File: src/rtl/axist_link_test_seq_pkg.sv
// Shared types for the AXI-ST link test sequencer: state encoding, error codes
// and checker result encodings.
package axist_seq_pkg;

  typedef enum logic [2:0] {
    ST_IDLE    = 3'd0,
    ST_WAIT_TX = 3'd1,
    ST_RELEASE = 3'd2,
    ST_WAIT_RX = 3'd3,
    ST_RUN     = 3'd4,
    ST_DRAIN   = 3'd5,
    ST_DONE    = 3'd6,
    ST_ERROR   = 3'd7
  } seq_state_e;

  typedef enum logic [2:0] {
    ERR_NONE      = 3'd0,
    ERR_CFG       = 3'd1,
    ERR_LINK_TO   = 3'd2,
    ERR_ALIGN     = 3'd3,
    ERR_BEAT_TO   = 3'd4,
    ERR_CHKR_TO   = 3'd5,
    ERR_CHKR_FAIL = 3'd6,
    ERR_ABORT     = 3'd7
  } err_code_e;

  localparam logic [1:0] CHKR_BUSY = 2'b00;
  localparam logic [1:0] CHKR_PASS = 2'b01;

  function automatic logic chkr_failed(input logic [1:0] res);
    return res[1];
  endfunction

endpackage

File: src/rtl/axist_link_test_seq_if.sv
// Pattern generator / checker control bundle between the sequencer (master)
// and the patgen/checker block (slave).
interface axist_link_test_seq_if;
  logic       o_patgen_en;
  logic [1:0] o_patgen_sel;
  logic [8:0] o_patgen_cnt;
  logic       o_cntuspatt_en;
  logic       i_tx_beat;
  logic [1:0] i_chkr_pass;

  modport master (
    output o_patgen_en, o_patgen_sel, o_patgen_cnt, o_cntuspatt_en,
    input  i_tx_beat, i_chkr_pass
  );

  modport slave (
    input  o_patgen_en, o_patgen_sel, o_patgen_cnt, o_cntuspatt_en,
    output i_tx_beat, i_chkr_pass
  );
endinterface

File: src/rtl/axist_seq_timer.sv
// Per-state timeout counter: restart begins a fresh interval, expire flags the
// cycle in which the live count equals LIMIT-1.
module axist_seq_timer #(
  parameter int unsigned LIMIT = 65535
) (
  input  logic clk,
  input  logic rst,
  input  logic restart,
  output logic expire
);
  localparam int unsigned W = $clog2(LIMIT + 1);
  localparam logic [W-1:0] LAST = W'(LIMIT - 1);

  logic [W-1:0] cnt;

  // restart is raised during the first cycle of a new interval, so the live
  // count reads as zero then and the register already holds the next value.
  assign expire = restart ? (LAST == '0) : (cnt == LAST);

  always_ff @(posedge clk) begin
    if (rst) begin
      cnt <= '0;
    end else if (restart) begin
      cnt <= (LAST == '0) ? '0 : W'(1);
    end else if (cnt != LAST) begin
      cnt <= cnt + W'(1);
    end
  end
endmodule

File: src/rtl/axist_link_test_seq.sv
// Sequences one AXI-ST-over-AIB link test: TX online, AXI-ST reset pulse,
// RX alignment, counted or continuous pattern run, checker verdict.
module axist_link_test_seq
  import axist_seq_pkg::*;
#(
  parameter int unsigned TIMEOUT_CYCLES  = 65535,
  parameter int unsigned RST_HOLD_CYCLES = 16,
  parameter int unsigned BEAT_CNT_W      = 16
) (
  input  logic                  clk,
  input  logic                  rst,
  input  logic                  i_start,
  input  logic                  i_stop,
  input  logic                  i_abort,
  input  logic [1:0]            i_patgen_sel,
  input  logic [8:0]            i_patgen_cnt,
  input  logic                  i_cntuspatt_en,
  input  logic                  i_ldr_tx_online,
  input  logic                  i_fllr_tx_online,
  input  logic                  i_ldr_rx_online,
  input  logic                  i_fllr_rx_online,
  input  logic                  i_align_err,
  axist_link_test_seq_if.master pg,
  output logic                  o_axist_rstn,
  output logic                  o_busy,
  output logic                  o_done,
  output logic                  o_pass,
  output logic [2:0]            o_err_code,
  output logic [2:0]            o_state,
  output logic [BEAT_CNT_W-1:0] o_beat_cnt
);
  localparam int unsigned HOLD_W = $clog2(RST_HOLD_CYCLES + 1);
  localparam logic [HOLD_W-1:0] HOLD_LAST = HOLD_W'(RST_HOLD_CYCLES - 1);

  seq_state_e            state;
  logic [HOLD_W-1:0]     hold_cnt;
  logic                  tmr_restart;
  logic                  tmr_expire;
  logic                  busy_st;
  logic                  fail_now;
  err_code_e             fail_code;
  logic [BEAT_CNT_W-1:0] beat_nxt;
  logic                  cnt_hit;

  assign o_state = state;

  axist_seq_timer #(.LIMIT(TIMEOUT_CYCLES)) u_timer (
    .clk     (clk),
    .rst     (rst),
    .restart (tmr_restart),
    .expire  (tmr_expire)
  );

  // Failure decode: abort outranks every error, errors outrank advances.
  always_comb begin
    busy_st   = state inside {ST_WAIT_TX, ST_RELEASE, ST_WAIT_RX, ST_RUN, ST_DRAIN};
    beat_nxt  = (&o_beat_cnt) ? o_beat_cnt : o_beat_cnt + BEAT_CNT_W'(1);
    cnt_hit   = pg.i_tx_beat && !pg.o_cntuspatt_en &&
                (beat_nxt == BEAT_CNT_W'(pg.o_patgen_cnt));
    fail_now  = 1'b0;
    fail_code = ERR_NONE;
    unique case (state)
      ST_WAIT_TX: if (tmr_expire) begin fail_now = 1'b1; fail_code = ERR_LINK_TO; end
      ST_WAIT_RX: begin
        if (i_align_err)     begin fail_now = 1'b1; fail_code = ERR_ALIGN;   end
        else if (tmr_expire) begin fail_now = 1'b1; fail_code = ERR_LINK_TO; end
      end
      ST_RUN: if (tmr_expire && !pg.i_tx_beat) begin fail_now = 1'b1; fail_code = ERR_BEAT_TO; end
      ST_DRAIN: begin
        if (chkr_failed(pg.i_chkr_pass)) begin fail_now = 1'b1; fail_code = ERR_CHKR_FAIL; end
        else if (tmr_expire)             begin fail_now = 1'b1; fail_code = ERR_CHKR_TO;   end
      end
      default: ;
    endcase
    if (busy_st && i_abort) begin
      fail_now  = 1'b1;
      fail_code = ERR_ABORT;
    end
  end

  always_ff @(posedge clk) begin
    if (rst) begin
      state             <= ST_IDLE;
      hold_cnt          <= '0;
      tmr_restart       <= 1'b0;
      o_axist_rstn      <= 1'b1;
      pg.o_patgen_en    <= 1'b0;
      pg.o_patgen_sel   <= '0;
      pg.o_patgen_cnt   <= '0;
      pg.o_cntuspatt_en <= 1'b0;
      o_busy            <= 1'b0;
      o_done            <= 1'b0;
      o_pass            <= 1'b0;
      o_err_code        <= ERR_NONE;
      o_beat_cnt        <= '0;
    end else begin
      tmr_restart <= 1'b0;
      if (state == ST_RUN && pg.i_tx_beat) begin
        o_beat_cnt  <= beat_nxt;
        tmr_restart <= 1'b1;
      end
      if (fail_now) begin
        state          <= ST_ERROR;
        o_err_code     <= fail_code;
        o_busy         <= 1'b0;
        pg.o_patgen_en <= 1'b0;
        o_axist_rstn   <= 1'b1;
        tmr_restart    <= 1'b1;
      end else begin
        unique case (state)
          ST_IDLE, ST_DONE, ST_ERROR: begin
            if (i_start) begin
              pg.o_patgen_sel   <= i_patgen_sel;
              pg.o_patgen_cnt   <= i_patgen_cnt;
              pg.o_cntuspatt_en <= i_cntuspatt_en;
              o_beat_cnt        <= '0;
              o_done            <= 1'b0;
              o_pass            <= 1'b0;
              o_err_code        <= ERR_NONE;
              tmr_restart       <= 1'b1;
              if (i_patgen_cnt == '0 && !i_cntuspatt_en) begin
                state      <= ST_ERROR;
                o_err_code <= ERR_CFG;
              end else begin
                state  <= ST_WAIT_TX;
                o_busy <= 1'b1;
              end
            end
          end
          ST_WAIT_TX: begin
            if (i_ldr_tx_online && i_fllr_tx_online) begin
              state        <= ST_RELEASE;
              o_axist_rstn <= 1'b0;
              hold_cnt     <= '0;
              tmr_restart  <= 1'b1;
            end
          end
          ST_RELEASE: begin
            if (hold_cnt == HOLD_LAST) begin
              state        <= ST_WAIT_RX;
              o_axist_rstn <= 1'b1;
              tmr_restart  <= 1'b1;
            end else begin
              hold_cnt <= hold_cnt + HOLD_W'(1);
            end
          end
          ST_WAIT_RX: begin
            if (i_ldr_rx_online && i_fllr_rx_online) begin
              state          <= ST_RUN;
              pg.o_patgen_en <= 1'b1;
              tmr_restart    <= 1'b1;
            end
          end
          ST_RUN: begin
            if (cnt_hit || (pg.o_cntuspatt_en && i_stop)) begin
              state       <= ST_DRAIN;
              tmr_restart <= 1'b1;
            end
          end
          ST_DRAIN: begin
            if (pg.i_chkr_pass == CHKR_PASS) begin
              state          <= ST_DONE;
              o_done         <= 1'b1;
              o_pass         <= 1'b1;
              o_busy         <= 1'b0;
              pg.o_patgen_en <= 1'b0;
              o_axist_rstn   <= 1'b1;
              tmr_restart    <= 1'b1;
            end
          end
          default: ;
        endcase
      end
    end
  end
endmodule

File: src/flat_wrapper.sv
// flat-port wrapper written by rule: the top's interface ports become plain ports
module axist_link_test_seq_flat import axist_seq_pkg::*;
#(
  parameter int unsigned TIMEOUT_CYCLES  = 65535,
  parameter int unsigned RST_HOLD_CYCLES = 16,
  parameter int unsigned BEAT_CNT_W      = 16
)
  (clk, rst, i_start, i_stop, i_abort, i_patgen_sel, i_patgen_cnt, i_cntuspatt_en, i_ldr_tx_online, i_fllr_tx_online, i_ldr_rx_online, i_fllr_rx_online, i_align_err, o_axist_rstn, o_busy, o_done, o_pass, o_err_code, o_state, o_beat_cnt, pg_o_patgen_en, pg_o_patgen_sel, pg_o_patgen_cnt, pg_o_cntuspatt_en, pg_i_tx_beat, pg_i_chkr_pass);
  axist_link_test_seq_if pg_i ();
  input  logic clk;
  input  logic rst;
  input  logic i_start;
  input  logic i_stop;
  input  logic i_abort;
  input  logic [1:0] i_patgen_sel;
  input  logic [8:0] i_patgen_cnt;
  input  logic i_cntuspatt_en;
  input  logic i_ldr_tx_online;
  input  logic i_fllr_tx_online;
  input  logic i_ldr_rx_online;
  input  logic i_fllr_rx_online;
  input  logic i_align_err;
  output logic o_axist_rstn;
  output logic o_busy;
  output logic o_done;
  output logic o_pass;
  output logic [2:0] o_err_code;
  output logic [2:0] o_state;
  output logic [BEAT_CNT_W-1:0] o_beat_cnt;
  output wire logic [$bits(pg_i.o_patgen_en)-1:0] pg_o_patgen_en;
  output wire logic [$bits(pg_i.o_patgen_sel)-1:0] pg_o_patgen_sel;
  output wire logic [$bits(pg_i.o_patgen_cnt)-1:0] pg_o_patgen_cnt;
  output wire logic [$bits(pg_i.o_cntuspatt_en)-1:0] pg_o_cntuspatt_en;
  input wire logic [$bits(pg_i.i_tx_beat)-1:0] pg_i_tx_beat;
  input wire logic [$bits(pg_i.i_chkr_pass)-1:0] pg_i_chkr_pass;
  assign pg_o_patgen_en = pg_i.o_patgen_en;
  assign pg_o_patgen_sel = pg_i.o_patgen_sel;
  assign pg_o_patgen_cnt = pg_i.o_patgen_cnt;
  assign pg_o_cntuspatt_en = pg_i.o_cntuspatt_en;
  assign pg_i.i_tx_beat = pg_i_tx_beat;
  assign pg_i.i_chkr_pass = pg_i_chkr_pass;
  axist_link_test_seq #(.TIMEOUT_CYCLES(TIMEOUT_CYCLES), .RST_HOLD_CYCLES(RST_HOLD_CYCLES), .BEAT_CNT_W(BEAT_CNT_W)) u_core (.clk(clk), .rst(rst), .i_start(i_start), .i_stop(i_stop), .i_abort(i_abort), .i_patgen_sel(i_patgen_sel), .i_patgen_cnt(i_patgen_cnt), .i_cntuspatt_en(i_cntuspatt_en), .i_ldr_tx_online(i_ldr_tx_online), .i_fllr_tx_online(i_fllr_tx_online), .i_ldr_rx_online(i_ldr_rx_online), .i_fllr_rx_online(i_fllr_rx_online), .i_align_err(i_align_err), .pg(pg_i), .o_axist_rstn(o_axist_rstn), .o_busy(o_busy), .o_done(o_done), .o_pass(o_pass), .o_err_code(o_err_code), .o_state(o_state), .o_beat_cnt(o_beat_cnt));
endmodule
File: config.mk
export PLATFORM = sky130hd
export DESIGN_NAME = axist_link_test_seq_flat
export DESIGN_NICKNAME = d
export VERILOG_FILES = /design/src/rtl/axist_link_test_seq_pkg.sv /design/src/rtl/axist_link_test_seq_if.sv /design/src/rtl/axist_seq_timer.sv /design/src/rtl/axist_link_test_seq.sv /design/src/flat_wrapper.sv
export SDC_FILE = /design/constraint.sdc
export NUM_CORES = 1
export LEC_CHECK = 0
export BUFFER_PORTS_ARGS = -buffer_cell sky130_fd_sc_hd__buf_2
export CORE_AREA = 5 5 90 92
export CTS_CLUSTER_DIAMETER = 50
export DETAILED_ROUTE_END_ITERATION = 8
export DIE_AREA = 0 0 95 97
export GPL_TIMING_DRIVEN = 0
export PLACE_DENSITY = 0.79
export SYNTH_ARGS = -nofsm -noshare
export SYNTH_HDL_FRONTEND = slang
export SYNTH_SLANG_ARGS = --single-unit
File: constraint.sdc
create_clock -name clk -period 2.6 [get_ports clk]
set_clock_uncertainty 0.2 [all_clocks]
set_input_delay 0.78 -clock clk [delete_from_list [all_inputs] [get_ports clk]]
set_output_delay 0.78 -clock clk [all_outputs]
set_load 0.01 [all_outputs]
* After elaboration in Yosys (flattened, before gate mapping)
Cells that the tools add are included.
** Storage, ports and cells
- Input bits :: 25
- Output and inout port bits :: 39
- Bits in registers :: 60
** Operators by class
- Bitwise operators :: 1
- Add/subtract/negate cells :: 3
- Eq/ne operators :: 25
- Reduce and logical (&&, ||, !) cells :: 35
- Mux-type cells :: 58
** Operators with widths (count)
- 16-bit 2-to-1 mux :: 5
- 3-bit 2-to-1 mux :: 16
- 16-bit by 1-bit adder with 16-bit output, second input constant :: 2
- 1-bit 2-to-1 mux :: 25
- 3-bit by 2-bit inequality test with 1-bit output, second input constant :: 6
- 3-bit one-hot mux with 6 select lines :: 1
- 16-bit equality test, second input constant :: 1
- 16-bit by 9-bit equality test with 1-bit output :: 1
- 16-bit inequality test, second input constant :: 1
- 16-bit AND reduction :: 1
- 4-bit AND reduction :: 4
- 2-bit inequality test, second input constant :: 7
- 3-bit equality test, second input constant :: 4
- 3-bit one-hot mux with 4 select lines :: 1
- 2-bit nonzero test :: 6
- 5-bit 2-to-1 mux :: 2
- 5-bit one-hot mux with 2 select lines :: 1
- 1-bit logical AND :: 9
- 9-bit zero test :: 1
- 3-bit by 2-bit equality test with 1-bit output, second input constant :: 2
- 1-bit one-hot mux with 2 select lines :: 3
- 1-bit one-hot mux with 6 select lines :: 1
- 3-bit AND reduction :: 2
- 6-bit AND reduction :: 1
- 16 further kinds :: 19

* Depth between registers and ports, before layout
- Depth in word-level cells :: 8
- Mapped depth :: 11

* Hierarchy
From an unflattened synthesis, not the netlist that was laid out.
** Second synthesis, totals
- Cells, all modules :: 469
- Area, all modules :: 3643.5 µm²
** By module, submodules not included
- axist_link_test_seq :: times used 1, area an instance 2775.2 µm², seq. area each 880.8 µm², cells an instance 374
- axist_seq_timer :: times used 1, area an instance 868.3 µm², seq. area each 320.3 µm², cells an instance 95

* Worst setup path after synthesis
No wires, ideal clock.
- Kind :: reg-to-reg
- Start point :: register u_core.o_beat_cnt[0]
- End point :: register u_core.state[2] (netlist: u_core.o_state[2])
- Path buffers :: 0
- Stages on the path, launching flop included :: 10
- Library setup time :: 0.122 ns
- Arrival :: 2.361 ns
- Slack :: -0.083 ns
- Period minus slack after synthesis :: 2.683 ns
- Data required time :: 2.278 ns
- Cell sequence :: dfxtp_1 -> ha_1 -> nand3_2 -> nor4_1 -> mux2_2 -> a21oi_1 -> nand4_1 -> nor4_2 -> a2111oi_2 -> o311a_1
** Between the ends
- Cells in the longest elaborated chain, start to end :: 7
- Elaborated cells between the ends (all ways) :: 8
- Those cells by class :: 1 x add/sub; 2 x eq/ne; 1 x mux; 4 x reduce/logical
** RTL lines
- from (decl) :: RTL line axist_link_test_seq.sv:30 : output logic [BEAT_CNT_W-1:0] o_beat_cnt
- from (signal assigned) :: RTL line axist_link_test_seq.sv:99 : o_beat_cnt <= beat_nxt;
- 16-bit by 1-bit adder with 16-bit output / 16-bit AND reduction (equally long branches) :: RTL line axist_link_test_seq.sv:57 : beat_nxt = (&o_beat_cnt) ? o_beat_cnt : o_beat_cnt + BEAT_CNT_W'(1);
- 16-bit 2-to-1 mux * :: RTL line axist_link_test_seq.sv:57
- 16-bit by 9-bit equality test with 1-bit output * :: RTL line axist_link_test_seq.sv:59 : (beat_nxt == BEAT_CNT_W'(pg.o_patgen_cnt));
- 1-bit logical AND * :: RTL line axist_link_test_seq.sv:58 : cnt_hit = pg.i_tx_beat && !pg.o_cntuspatt_en &&
- 1-bit logical OR * :: RTL line axist_link_test_seq.sv:155 : if (cnt_hit || (pg.o_cntuspatt_en && i_stop)) begin
- 3-bit by 2-bit inequality test with 1-bit output (no source line) *
- 6-bit AND reduction (no source line) *
- to (signal assigned) :: RTL line axist_link_test_seq.sv:149 : state <= ST_RUN;
- to (signal assigned) :: RTL line axist_link_test_seq.sv:156 : state <= ST_DRAIN;
- to (signal assigned) :: RTL line axist_link_test_seq.sv:162 : state <= ST_DONE;
- to (decl) :: RTL line axist_link_test_seq.sv:35 : seq_state_e state;
Every way passes the cells marked *; elsewhere a longest branch is shown, timed or not.
A chain may end at the register's enable or synchronous reset.

* Worst setup path after layout
- Start point :: register u_core.o_beat_cnt[8]
- End point :: register u_core.state[2] (netlist: u_core.o_state[2])
The elaborated chain is that of the path after synthesis.

==> run summary <==
status: finished, violations left
violations in the final reports: setup timing
pin count of the biggest net entering global routing: 12
Die Ht: 97 um
gr usage total: 0.214
row count: 31
syn_nets: 468
Setup WS post-layout: -143 ps
final WL: 9990 um
sequential share of the synthesized area: 0.343
Finished Cell Area: 4360 um^2
CP Data Arrival Time: 2770 ps
CTS Hold Buffers Added: 0
CP max stage cell: nor4_4
Tcrit/Tclk final: 1.06
HPWL Detailed: 7120 um
share of Yosys cell area claimed by the top area cell type: 0.343
Slew Viols, Final: 0
max incr delay on CP: 400 ps
synthesized area: 3500 um^2
vias after detailed routing: 3638
HP Class: reg -> reg
Layout area overhead: 24.4%
clock slew at reported path FFs: 70 ps
Final min period: 2740 ps
Seq cells post-synth: 60
placed insts: 598
drt drc: 0
most common cell after layout, fill and taps aside: nor2_1
initial antenna violation count: 0
flop2flop setup slack: -140 ps
Die ar.: 9220 um^2
leading area contributor after synthesis: dfxtp_1
Netlist cell types: 60
most frequent cells in the layout: nor2_1 (65), buf_2 (63), dfxtp_1 (49), nand2_1 (39), a21oi_1 (28)
WL per Instance: 16.2 um
final setup vio count: 2
Hold Fails Final Rpt: 0
Worst slew margin: 0.618
Finished Layout Cells: 617
number of global-route vias before repair: 3389
adder-cell share of the synthesized area: 0.0214
Post-synth ARST share: 0
EDFF count, synth: 0
TritonCTS clock tree: done
DR pass1 iterations: 6
Antenna Cells: 0
Initial Util: 0.491
CTS HTree Levels: 3
IO buf count: 62
hold_ws: 280 ps
Synth Area in Simple Gates: 0.286
startpoint types: flop
CP cell instances: buf_6, buf_4, and4_4, nand2_4, o2111ai_4, mux2i_1, nand4_1, nor4_4, a2111oi_4, o311a_1
Largest delay share family, worst path: simple AND/OR/NAND/NOR gates
post-synthesis xor/xnor area fraction: 0.0700
gr ovfl total: 0
first-pass GRT wire length: 16100 um
GPL Wtd Cong: 0.929
final net count: 544
largest family of logic cells by synthesized area: simple AND/OR/NAND/NOR gates
CTS Buffer Depth: 2
layout cell share with drive strength beyond 1: 0.263
clk root buf: clkbuf_8
Worst-Skew Late Latency: 340 ps
multiplexer share of the synthesized area: 0.0493
CTS Sinks: 60
CP required: 2630 ps
Iter 0 DRT Violations: 269
Place WS: -273 ps
worst slew pin tran: 573 ps
post-route antenna net violation count: 0
unrepaired setup endpoints after global routing: true
Max-Cap Viols: 0
compound-gate portion of the synthesized area: 0.182
Gate Count Post-Synth: 437
Area contributors post-synth: dfxtp_1 (34%), nor2_1 (7.0%), mux2i_1 (4.3%), nand2_1 (4.2%), a21oi_1 (4.1%)
critical path fanouts, max: 8
Avg Cell Area, Syn: 8.02 um^2
Leak Pwr: 0.00181 uW
pwr dens: 776 nW/um^2
Crit. End Element: flop
chip width: 95 um
Fillers: 640
Max Fclk: 365 MHz
I/O pins: 64
CP Class: reg -> reg
CTS buffer count: 9
drt via density: 5.90
core area: 7140 um^2
worst vdd ir: 0.551 mV
Ys Warns: 0
Post-DP Area: 3940 um^2
Bufs and invs on worst path: 2
top_reg_cell synth: dfxtp_1
[through the flow]
stage | util | setup TNS, ps | total power (uW)
3_3_place_gp | 0.552 | -1030 | 2350
3_5_place_dp | 0.552 | -1690 | 2370
2_1_floorplan | - | 0 | 2020
5_1_grt | 0.611 | -537 | 3560
6_report | 0.611 | -153 | 3380
4_1_cts | 0.594 | -64.1 | 3340
[sequential cells by signal, indices dropped and copies added, names as in the netlist]
signal,cells
u_core.o_beat_cnt,16
u_core.u_timer.cnt,16
u_core.pg.o_patgen_cnt,9
u_core.hold_cnt,5
u_core.o_err_code,3
u_core.o_state,3
u_core.pg.o_patgen_sel,2
u_core.o_axist_rstn,1
u_core.o_busy,1
u_core.o_done,1
u_core.pg.o_cntuspatt_en,1
u_core.pg.o_patgen_en,1
u_core.tmr_restart,1
[layer usage]
layer | track usage | vias up | share of wire
li1 | - | 1727 | -
met1 | 0.289 | 1701 | 0.44
met2 | 0.329 | 175 | 0.46
met3 | 0.0396 | 35 | 0.069
met4 | 0.0943 | 0 | 0.028
met5 | 0 | - | 0
[cell type report]
class,count,area [um^2],area share
well taps,99,124,0.0284
repair buffers,66,340,0.0781
plain buffers,22,140,0.0321
clock buffers,10,138,0.0316
inverters,11,41.3,0.00947
clock inverters,6,87.6,0.0201
flip-flops and latches,60,1220,0.281
multi-input cells,343,2260,0.519
[Yosys cell counts, types with 2 or more instances]
master and number:
nand2b_1 6, nand4_2 2, inv_1 10, buf_4 3
nor4_1 8, o31ai_1 3, clkbuf_1 12, and3_1 5
dfxtp_1 60, buf_6 3, o22ai_1 3, nand3_2 2
ha_1 6, mux2i_1 15, nor4_2 2, o21ai_0 25
o21a_1 3, nand3b_1 2, nor3_1 13, o221ai_1 2
or3_1 8, xor2_1 14, nand4_1 13, a31oi_1 4
nand3_1 15, a221oi_1 3, nor2_1 65, o311a_1 2
a21oi_1 29, and4_4 2, mux2_2 2, nor2b_1 4
nand2_1 39, xnor2_1 14, and2_1 2, o211ai_1 3
and4_1 3, a21o_1 2, buf_2 4, a211oi_1 4
[where the power goes]
group / internal, uW / switching, uW / leakage, uW
sequential: 1030 / 123 / 0.000494
combinational: 499 / 784 / 0.00120
clock: 565 / 385 / 0.000116
[logic make-up after synthesis]
family / Yosys count
AOI/OAI and AO/OA: 95
muxes: 17
xor gates and xnor gates: 28
adders and majority gates: 6
DFF: 60
and+or+nand+nor: 197
buffers and inverters: 34
[final timing paths]
| check | depth (start not counted) | to | start |
|---|---|---|---|
| max | 10 | u_core.o_state[2] | u_core.o_beat_cnt[8] |
| min | 1 | u_core.hold_cnt[3] | u_core.hold_cnt[3] |
| max reg2reg | 10 | u_core.o_state[2] | u_core.o_beat_cnt[8] |
| min reg2reg | 1 | u_core.hold_cnt[3] | u_core.hold_cnt[3] |
[worst reg2reg max path, cell delays in order (launching register included)]
cell,delay [ps]
dfxtp_2,350
buf_6,100
buf_4,150
and4_4,300
nand2_4,80
o2111ai_4,250
mux2i_1,260
nand4_1,170
nor4_4,400
a2111oi_4,70
o311a_1,310
[timing repair]
item,CTS,global route
setup buffers,0,4
pin swaps,4,12
setup endpoints to repair,19,22
gates resized for setup,16,27
No activity file was read; power rests on OpenSTA's default activity.
